### src/rtl/pci_cfg_pkg.sv
// Shared command codes, byte-enable encodings and types for the PCI configuration master.
package pci_cfg_pkg;

   localparam logic [1:0] PCI_CFGREAD  = 2'd1;
   localparam logic [1:0] PCI_CFGWRITE = 2'd2;
   localparam logic [3:0] CBE_CFGREAD  = 4'hA;
   localparam logic [3:0] CBE_CFGWRITE = 4'hB;
   localparam logic [3:0] CBE_IDLE     = 4'hF;

   typedef enum logic [1:0] {
      ST_IDLE,
      ST_ADDR,
      ST_DATA,
      ST_TURN
   } pci_cfg_state_e;

   typedef struct packed {
      logic [31:0] addr;
      logic [1:0]  cmd;
      logic [31:0] wdata;
   } pci_cfg_cmd_t;

   function automatic logic is_legal_cmd(input logic [1:0] cmd);
      return (cmd == PCI_CFGREAD) || (cmd == PCI_CFGWRITE);
   endfunction

endpackage

### src/rtl/pci_cfg_rr_arb.sv
// Round-robin arbiter: search starts one past the last winner; the pointer moves only on advance.
module pci_cfg_rr_arb #(
   parameter int NUM_REQ = 4
) (
   input  logic                       clk,
   input  logic                       rst_n,
   input  logic [NUM_REQ-1:0]         req,
   input  logic                       advance,
   output logic [NUM_REQ-1:0]         grant,
   output logic [$clog2(NUM_REQ)-1:0] grant_idx
);

   localparam int IDX_W = $clog2(NUM_REQ);

   logic [IDX_W-1:0] ptr_q;
   logic [IDX_W-1:0] idx;

   // Scan farthest-first so the nearest requester after the pointer wins.
   always_comb begin
      grant     = '0;
      grant_idx = ptr_q;
      idx       = '0;
      for (int k = NUM_REQ; k >= 1; k--) begin
         idx = IDX_W'((int'(ptr_q) + k) % NUM_REQ);
         if (req[idx]) begin
            grant      = '0;
            grant[idx] = 1'b1;
            grant_idx  = idx;
         end
      end
   end

   always_ff @(posedge clk) begin
      if (!rst_n) begin
         ptr_q <= IDX_W'(NUM_REQ - 1);
      end else if (advance) begin
         ptr_q <= grant_idx;
      end
   end

endmodule

### src/rtl/pci_cfg_master.sv
// Single bus master for PCI config cycles: arbitrates requesters, runs ADDR/DATA/TURN, returns status.
// Optional build macro PCI_CFG_TIMEOUT_EN adds a master abort after TIMEOUT_CYCLES DATA cycles.
module pci_cfg_master
   import pci_cfg_pkg::*;
#(
   parameter int NUM_REQ        = 4,
   parameter int TIMEOUT_CYCLES = 16
) (
   input  logic                    pci_clk,
   input  logic                    pci_rst_n,
   input  logic [NUM_REQ-1:0]      req_valid,
   output logic [NUM_REQ-1:0]      req_ready,
   input  logic [2*NUM_REQ-1:0]    req_cmd,
   input  logic [32*NUM_REQ-1:0]   req_addr,
   input  logic [32*NUM_REQ-1:0]   req_wdata,
   output logic [NUM_REQ-1:0]      rsp_valid,
   output logic [31:0]             rsp_rdata,
   output logic                    rsp_err,
   output logic                    pci_frame_n,
   output logic                    pci_irdy_n,
   input  logic                    pci_trdy_n,
   output logic [3:0]              pci_cbe_n,
   output logic [31:0]             pci_ad_out,
   output logic                    pci_ad_oe,
   input  logic [31:0]             pci_ad_in,
   output pci_cfg_state_e          dbg_state
);

   // Handshake: a command transfers when req_valid[g] && req_ready[g] at a rising edge; req_ready
   // is only ever high in IDLE. rsp_valid is a single-cycle pulse with no back-pressure.

   localparam int IDX_W = $clog2(NUM_REQ);

   pci_cfg_state_e   state_q, state_d;
   pci_cfg_cmd_t     cmd_q, cmd_d, sel_cmd;
   logic [IDX_W-1:0] g_q, g_d, grant_idx;
   logic [NUM_REQ-1:0] grant;
   logic [31:0]      data_q, data_d;
   logic             err_q, err_d;
   logic             accept, is_write, timeout_hit;

   assign accept    = (state_q == ST_IDLE) && (|req_valid);
   assign is_write  = (cmd_q.cmd == PCI_CFGWRITE);
   assign dbg_state = state_q;

   pci_cfg_rr_arb #(.NUM_REQ(NUM_REQ)) u_arb (
      .clk       (pci_clk),
      .rst_n     (pci_rst_n),
      .req       (req_valid),
      .advance   (accept),
      .grant     (grant),
      .grant_idx (grant_idx)
   );

`ifdef PCI_CFG_TIMEOUT_EN
   logic [7:0] wait_q;
   always_ff @(posedge pci_clk) begin
      if (!pci_rst_n || state_q != ST_DATA) begin
         wait_q <= '0;
      end else if (pci_trdy_n) begin
         wait_q <= wait_q + 8'd1;
      end
   end
   assign timeout_hit = pci_trdy_n && (wait_q == 8'(TIMEOUT_CYCLES - 1));
`else
   // No master abort in this build: DATA waits for TRDY# indefinitely.
   assign timeout_hit = (TIMEOUT_CYCLES < 0);
`endif

   always_comb begin
      sel_cmd.addr  = req_addr[int'(grant_idx)*32 +: 32];
      sel_cmd.cmd   = req_cmd[int'(grant_idx)*2 +: 2];
      sel_cmd.wdata = req_wdata[int'(grant_idx)*32 +: 32];
   end

   always_comb begin
      state_d = state_q;
      cmd_d   = cmd_q;
      g_d     = g_q;
      data_d  = data_q;
      err_d   = err_q;
      case (state_q)
         ST_IDLE: begin
            if (accept) begin
               cmd_d   = sel_cmd;
               g_d     = grant_idx;
               data_d  = '0;
               err_d   = !is_legal_cmd(sel_cmd.cmd);
               // Illegal commands skip the bus and report straight from TURN.
               state_d = is_legal_cmd(sel_cmd.cmd) ? ST_ADDR : ST_TURN;
            end
         end
         ST_ADDR: state_d = ST_DATA;
         ST_DATA: begin
            if (!pci_trdy_n) begin
               data_d  = is_write ? 32'h0 : pci_ad_in;
               err_d   = 1'b0;
               state_d = ST_TURN;
            end else if (timeout_hit) begin
               data_d  = 32'hFFFF_FFFF;
               err_d   = 1'b1;
               state_d = ST_TURN;
            end
         end
         ST_TURN: state_d = ST_IDLE;
         default: state_d = ST_IDLE;
      endcase
   end

   always_ff @(posedge pci_clk) begin
      if (!pci_rst_n) begin
         state_q <= ST_IDLE;
         cmd_q   <= '0;
         g_q     <= '0;
         data_q  <= '0;
         err_q   <= 1'b0;
      end else begin
         state_q <= state_d;
         cmd_q   <= cmd_d;
         g_q     <= g_d;
         data_q  <= data_d;
         err_q   <= err_d;
      end
   end

   always_comb begin
      req_ready   = grant & {NUM_REQ{pci_rst_n && (state_q == ST_IDLE)}};
      rsp_valid   = '0;
      rsp_rdata   = '0;
      rsp_err     = 1'b0;
      pci_frame_n = 1'b1;
      pci_irdy_n  = 1'b1;
      pci_cbe_n   = CBE_IDLE;
      pci_ad_out  = '0;
      pci_ad_oe   = 1'b0;
      case (state_q)
         ST_ADDR: begin
            pci_frame_n = 1'b0;
            pci_cbe_n   = is_write ? CBE_CFGWRITE : CBE_CFGREAD;
            pci_ad_out  = cmd_q.addr;
            pci_ad_oe   = 1'b1;
         end
         ST_DATA: begin
            pci_irdy_n = 1'b0;
            pci_cbe_n  = 4'h0;
            if (is_write) begin
               pci_ad_out = cmd_q.wdata;
               pci_ad_oe  = 1'b1;
            end
         end
         ST_TURN: begin
            rsp_valid[g_q] = 1'b1;
            rsp_rdata      = data_q;
            rsp_err        = err_q;
         end
         default: ;
      endcase
   end

endmodule

### config.mk
export PLATFORM = sky130hd
export DESIGN_NAME = pci_cfg_master
export DESIGN_NICKNAME = d
export VERILOG_FILES = /design/src/rtl/pci_cfg_pkg.sv /design/src/rtl/pci_cfg_rr_arb.sv /design/src/rtl/pci_cfg_master.sv
export SDC_FILE = /design/constraint.sdc
export NUM_CORES = 1
export LEC_CHECK = 0
export ABC_AREA = 1
export BUFFER_PORTS_ARGS = -buffer_cell sky130_fd_sc_hd__buf_2
export CORE_AREA = 2 2 150 152
export DETAILED_ROUTE_END_ITERATION = 6
export DIE_AREA = 0 0 152 154
export PLACE_DENSITY = 0.65
export SKIP_CTS_REPAIR_TIMING = 1
export SYNTH_ARGS = -nofsm -noshare
export SYNTH_HDL_FRONTEND = slang
export SYNTH_HIERARCHICAL = 1
export SYNTH_SLANG_ARGS = --single-unit
### constraint.sdc
create_clock -name pci_clk -period 3.4 [get_ports pci_clk]
set_clock_uncertainty 0.15 [all_clocks]
set_input_delay 0.51 -clock pci_clk [delete_from_list [all_inputs] [get_ports pci_clk]]
set_output_delay 0.51 -clock pci_clk [all_outputs]
set_load 0.01 [all_outputs]
-- After elaboration in Yosys (flattened, before gate mapping)
Cells that the tools add are included.
- $add $sub $neg: 4
- $lt $le $gt $ge: 10
- eq/ne operators: 8
- shift-type cells: 3
- multiplexer cells: 48
- bitwise operators: 1
- reductions and logical operators: 15
- operator list (cell ; count):
    $shiftx A128 B8 Y32 ; 2
    $mux W32 ; 5
    $pmux W32 S2 ; 2
    $mux W4 ; 5
    $mux W1 ; 16
    $lt A2 B3 Y1 const B ; 5
    $mux W2 ; 7
    $demux W1 S2 ; 5
    $ge A2 B1 Y1 const B ; 5
    $bmux W1 S2 ; 4
    $eq A2 B2 Y1 const B ; 4
    $pmux W2 S4 ; 1
    $pmux W4 S2 ; 1
    $shiftx A8 B4 Y2 ; 1
    $logic_and A1 B1 Y1 ; 7
    $add A2 B1 Y2 const B ; 2
    $add A2 B2 Y2 const B ; 2
    $and A4 B4 Y4 ; 1
    $eq A2 B1 Y1 const B ; 2
    $ne A2 B2 Y1 const B ; 2
    $pmux W1 S2 ; 2
    $reduce_and A2 Y1 ; 2
    $reduce_or A4 Y1 ; 1
    $reduce_and A3 Y1 ; 1
    other kinds (4) ; 4
- register bits: 105
- output and inout port bits: 82

-- Longest topological paths before layout
- word-level depth: 13
- mapped depth: 21
- gate-level depth less buffers: 18

-- Cells and area by module
The synthesis kept the hierarchy.
- modules (own cells, without submodules) (module ; times used ; cells an instance ; area an instance (µm²) ; sequential area each (µm²)):
    pci_cfg_master ; 1 ; 1134 ; 6693.9 ; 2062.0
    pci_cfg_rr_arb ; 1 ; 106 ; 613.1 ; 40.0

-- Worst setup path before layout
Ideal clock, no wire load.
- path kind: register to register
- start: register u_arb.ptr_q[0]
- end: register cmd_q[10] (netlist bit)
- setup time: 0.117 ns
- arrival: 2.373 ns
- data required time: 3.133 ns
- setup slack: 0.760 ns
- cell stages (with the launch flop): 16
- path buffers: 3
- clock period less this slack: 2.640 ns
- cell sequence: dfxtp_1 buf_6 inv_8 ha_1 inv_1 nand2_1 nand2_1 nand2_1 a21boi_0 inv_2 buf_4 buf_2 o21ai_0 o22ai_1 nor2_1 nor2_1
- cells in the longest elaborated chain, start to end: 8
- elaborated cells between the ends (all ways): 17
- classes of those cells: add/sub: 4; shift: 1; mux: 12
- RTL lines (what ; line ; source):
    from (decl) ; pci_cfg_rr_arb.sv:15 ; logic [IDX_W-1:0] ptr_q;
    from (signal assigned) ; pci_cfg_rr_arb.sv:35 ; ptr_q <= IDX_W'(NUM_REQ - 1);
    from (signal assigned) ; pci_cfg_rr_arb.sv:37 ; ptr_q <= grant_idx;
    $add A2 B1 Y2 ; pci_cfg_rr_arb.sv:24 ; idx = IDX_W'((int'(ptr_q) + k) % NUM_REQ);
    $bmux W1 S2 ; pci_cfg_rr_arb.sv:25 ; if (req[idx]) begin
    $mux W1 (implied by the code) ; pci_cfg_rr_arb.sv:25 ;
    $mux W2 (3 in series) ; pci_cfg_rr_arb.sv:25 ;
    $mux W2 * ; pci_cfg_rr_arb.sv:25 ;
    named net grant_idx[1] ; pci_cfg_master.sv:36 ; logic [IDX_W-1:0] g_q, g_d, grant_idx;
    $shiftx A128 B8 Y32 * ; pci_cfg_master.sv:73 ; sel_cmd.wdata = req_wdata[int'(grant_idx)*32 +: 32];
    to (signal assigned) ; pci_cfg_master.sv:119 ; cmd_q <= cmd_d;
    to (decl) ; pci_cfg_master.sv:35 ; pci_cfg_cmd_t cmd_q, cmd_d, sel_cmd;
The timed path passes the listed nets; every way through them passes the cells marked *. The select of a mux whose other input is x is not followed.
A chain may end at the register's enable or synchronous reset.

-- Final worst setup path
- start: register u_arb.ptr_q[1]
- end: register err_q
- cells in the longest elaborated chain, start to end: 13
- elaborated cells between the ends (all ways): 23
- classes of those cells: add/sub: 4; eq/ne: 2; shift: 1; mux: 14; reduce/logical: 2
- RTL lines (what ; line ; source):
    $add A2 B1 Y2 ; pci_cfg_rr_arb.sv:24 ;
    $bmux W1 S2 ; pci_cfg_rr_arb.sv:25 ;
    $mux W1 (implied by the code) ; pci_cfg_rr_arb.sv:25 ;
    $mux W2 (3 in series) ; pci_cfg_rr_arb.sv:25 ;
    $mux W2 * ; pci_cfg_rr_arb.sv:25 ;
    named net grant_idx[0] ; pci_cfg_master.sv:36 ;
    $shiftx A8 B4 Y2 * ; pci_cfg_master.sv:72 ; sel_cmd.cmd = req_cmd[int'(grant_idx)*2 +: 2];
    $eq A2 B1 Y1 or $eq A2 B2 Y1 (tied branches) ; pci_cfg_pkg.sv:24 ; return (cmd == PCI_CFGREAD) || (cmd == PCI_CFGWRITE);
    $logic_or A1 B1 Y1 * ; pci_cfg_pkg.sv:24 ;
    $logic_not A1 Y1 * ; pci_cfg_master.sv:88 ; err_d = !is_legal_cmd(sel_cmd.cmd);
    $mux W1 * ; pci_cfg_master.sv:84 ; if (accept) begin
    $pmux W1 S2 * ; pci_cfg_master.sv:82 ; case (state_q)
    to (signal assigned) ; pci_cfg_master.sv:122 ; err_q <= err_d;
    to (decl) ; pci_cfg_master.sv:39 ; logic err_q, err_d;
Marked as above.

==> metrics.md <==
| Metric | Value |
|---|---|
| Status | finished with violations |
| Failing checks | DRC |
| Slowest stage cell on the critical path | dfxtp_1 |
| Vias in the first global route | 8773 |
| Number of buffers added on ports | 384 |
| CTS Buf Count | 9 |
| Most common cell in the netlist | nor2_1 |
| Die width | 152 µm |
| Die height | 154 µm |
| Worst-case clock buffer depth | 2 |
| Routability Congestion | 0.938 |
| Most used cell, CP | nand2_1 |
| Starting DRT DRC Count | 591 |
| Worst Hold Path Cells | 2 |
| Placed cells | 1824 |
| Via density per instance | 5.06 |
| Worst reg-to-reg path cell count | 19 |
| GRT Overall Usage | 23.7% |
| Drt total wl | 29000 µm |
| Critical path data required time | 3.47 ns |
| Critical setup path kind | flop to flop |
| DRT Pass-1 Iters | 7 |
| Post-synth EDFFs | 0 |
| FF+latch count, synth | 105 |
| Count of cell types in the netlist | 31 |
| Wire per inst | 15.8 µm |
| Period utilisation layout | 92.0% |
| CP Capture Point | err_q$_SDFFE_PN0P_ |
| Setup-failing EPs final | 0 |
| Pwr per Cell Area | 1170 nW/µm² |
| Worst setup path start | u_arb/ptr_q[1]$_SDFFE_PN1P_ |
| CORE AREA | 21700 µm² |
| Worst path arrival time | 3.20 ns |
| R2r startpoint | u_arb/ptr_q[1]$_SDFFE_PN1P_ |
| TritonCTS clock tree | yes |
| Ys Warns | 6 |
| Synth top area cells | dfxtp_1 (29%), nor2_1 (15%), nand2_1 (13%) |
| Final-layout fill cell count | 2368 |
| R2R Path End | err_q$_SDFFE_PN0P_ |
| Row count | 54 |
| Maximum VDD drop | 0.000838 V |
| Crit path cell chain | inv_1 -> ha_1 -> inv_1 -> nand3_2 -> nand2_4 -> inv_2 -> o21ai_2 -> nand2_1 -> nand2_1 -> clkinv_2 -> inv_4 -> buf_12 -> nand2_1 -> nand2_1 -> nand2_1 -> nand2_1 -> nand2_1 -> nand3_1 -> a21oi_1 |
| Vias | 9315 |
| Final instance count without filler cells | 1842 |
| Reg clk slew, reported paths | 0.07 ns |
| Slew HR | 28.9% |
| Seq/Total Area, Yosys | 28.8% |
| Max stage delay on crit path | 0.51 ns |
| Predominant post-synthesis flop cell | dfxtp_1 |
| Hold slack | 0.317 ns |
| R2R Setup Slk | 0.27 ns |
| Largest net degree at the start of global routing | 96 |
| CTS Sinks | 105 |
| Max Fclk | 320 MHz |
| P&R area growth vs syn | 30.4% |
| Skew-Pair Late Insertion Delay | 0.35 ns |
| Fin util | 43.9% |
| Top cell type's share of synthesized area | 28.8% |
| Antenna Nets Post-Route | 0 |
| Worst slew pin tran | 1.07 ns |
| Area of placed instances | 9230 µm² |
| Initial antenna violation count | 4 |
| Hold crit path type | flop to flop |
| IO Pins | 385 |
| Share of layout cells above drive strength 1 | 29.1% |
| Hold Vio Cnt, Final | 0 |
| DRC | 1 |
| Htree depth | 3 |
| Layout Nets | 1869 |
| Max Cap Viol | 0 |
| Crit path max fanout | 24 |
| Overall Power | 11.2 mW |
| Synth top cells by count | nor2_1 (297), nand2_1 (260), o21ai_0 (181) |
| Syn Nets | 1554 |
| Final Critical Period | 3.13 ns |
| Placed wire-length estimate | 21600 µm |
| Die ar. | 23400 µm² |
| Max Slew Vio Count | 0 |
| Mapped Area | 7310 µm² |
| Synthesized area per cell | 5.89 µm² |
| Clk root buf | clkbuf_16 |
| Initial Util | 33.7% |
| Post-Syn Instances | 1240 |
| RSZ-0062 raised after global routing | no |
| Final instance area | 9530 µm² |
| Async S/R FF share, synth | 0% |
| Crit. End Element | flop |
| First-pass GRT wire length | 45100 µm |
| Startpoint Class | flop |
| Cell taking the most area after synthesis | dfxtp_1 |
| Grt ovf | 0 |
| Static Leak | 4.75 nW |
kinds of logic after synthesis:
kind of cell,share of synthesized area (%)
adders and majority gates,1.88
and+or+nand+nor,32.8
AOI/OAI and AO/OA,24.6
buffers and inverters,11.9
DFF,28.8
sequential cells by signal (all words and copies together), names as in the netlist:
register / count
cmd_q: 66
g_q: 2
dbg_state: 2
data_q: 32
u_arb/ptr_q: 2
err_q: 1
layout make-up:
| class | count | area, µm² | share of cell area [%] |
|---|---|---|---|
| multi-input combinational | 955 | 4350 | 45.6 |
| timing repair buffer | 403 | 2110 | 22.2 |
| sequential | 105 | 2100 | 22.1 |
| tap | 280 | 350 | 3.68 |
| inverter | 81 | 322 | 3.37 |
| clock buffer | 11 | 233 | 2.44 |
| clock inverter | 5 | 56.3 | 0.591 |
| antenna | 2 | 5.00 | 0.0525 |
stage by stage:
step                      TNS [ns]  setup WS [ns]
after floorplan                  0          0.760
after global placement           0          0.310
after detailed placement         0          0.269
after CTS                 -0.00928       -0.00928
after global routing             0         0.0203
final                            0          0.271
critical path, delay by kind of cell, from the launching register on:
kind / cells / cell delay, ns
adder cells (fa/ha/maj): 1 / 0.37
AND/OR/NAND/NOR: 10 / 0.89
AO/OA/AOI/OAI: 2 / 0.12
buffers and inverters: 6 / 0.93
flip-flops: 1 / 0.51
report_power, final:
| group | leakage (nW) | internal, mW | switching (mW) | total [mW] |
|---|---|---|---|---|
| combinational | 3.75 | 2.72 | 5.50 | 8.22 |
| sequential | 0.866 | 1.64 | 0.246 | 1.88 |
| clock | 0.140 | 0.571 | 0.479 | 1.05 |
layout by cell type, fill, tap and decap left out, drive strengths merged:
cell type / n
nand2: 272
nand3: 23
a21oi: 79
a21boi: 1
diode: 2
ha: 11
buf: 403
clkbuf: 11
o21ai: 198
bufinv: 1
nor2: 300
clkinvlp: 2
o22ai: 64
dfxtp: 105
inv: 79
or2: 2
nand4: 1
nor3: 4
clkinv: 4
layer usage:
metal	track usage [%]	part of all wire [%]
met5	0	0.038
met4	9.17	3.1
met3	4.76	6.4
met2	42.2	50
met1	28.0	41
worst min path at each step:
stage          slack, ns                       to                    start
2_1_floorplan       0.29  data_q[22]$_SDFFE_PN0P_  data_q[22]$_SDFFE_PN0P_
3_3_place_gp        0.30  data_q[31]$_SDFFE_PN0P_  data_q[31]$_SDFFE_PN0P_
3_5_place_dp        0.31  data_q[19]$_SDFFE_PN0P_  data_q[19]$_SDFFE_PN0P_
4_1_cts             0.32  data_q[19]$_SDFFE_PN0P_  data_q[19]$_SDFFE_PN0P_
5_1_grt             0.33  data_q[19]$_SDFFE_PN0P_  data_q[19]$_SDFFE_PN0P_
6_report            0.32  data_q[19]$_SDFFE_PN0P_  data_q[19]$_SDFFE_PN0P_
Note: power is estimated with default switching activity, not from simulation.
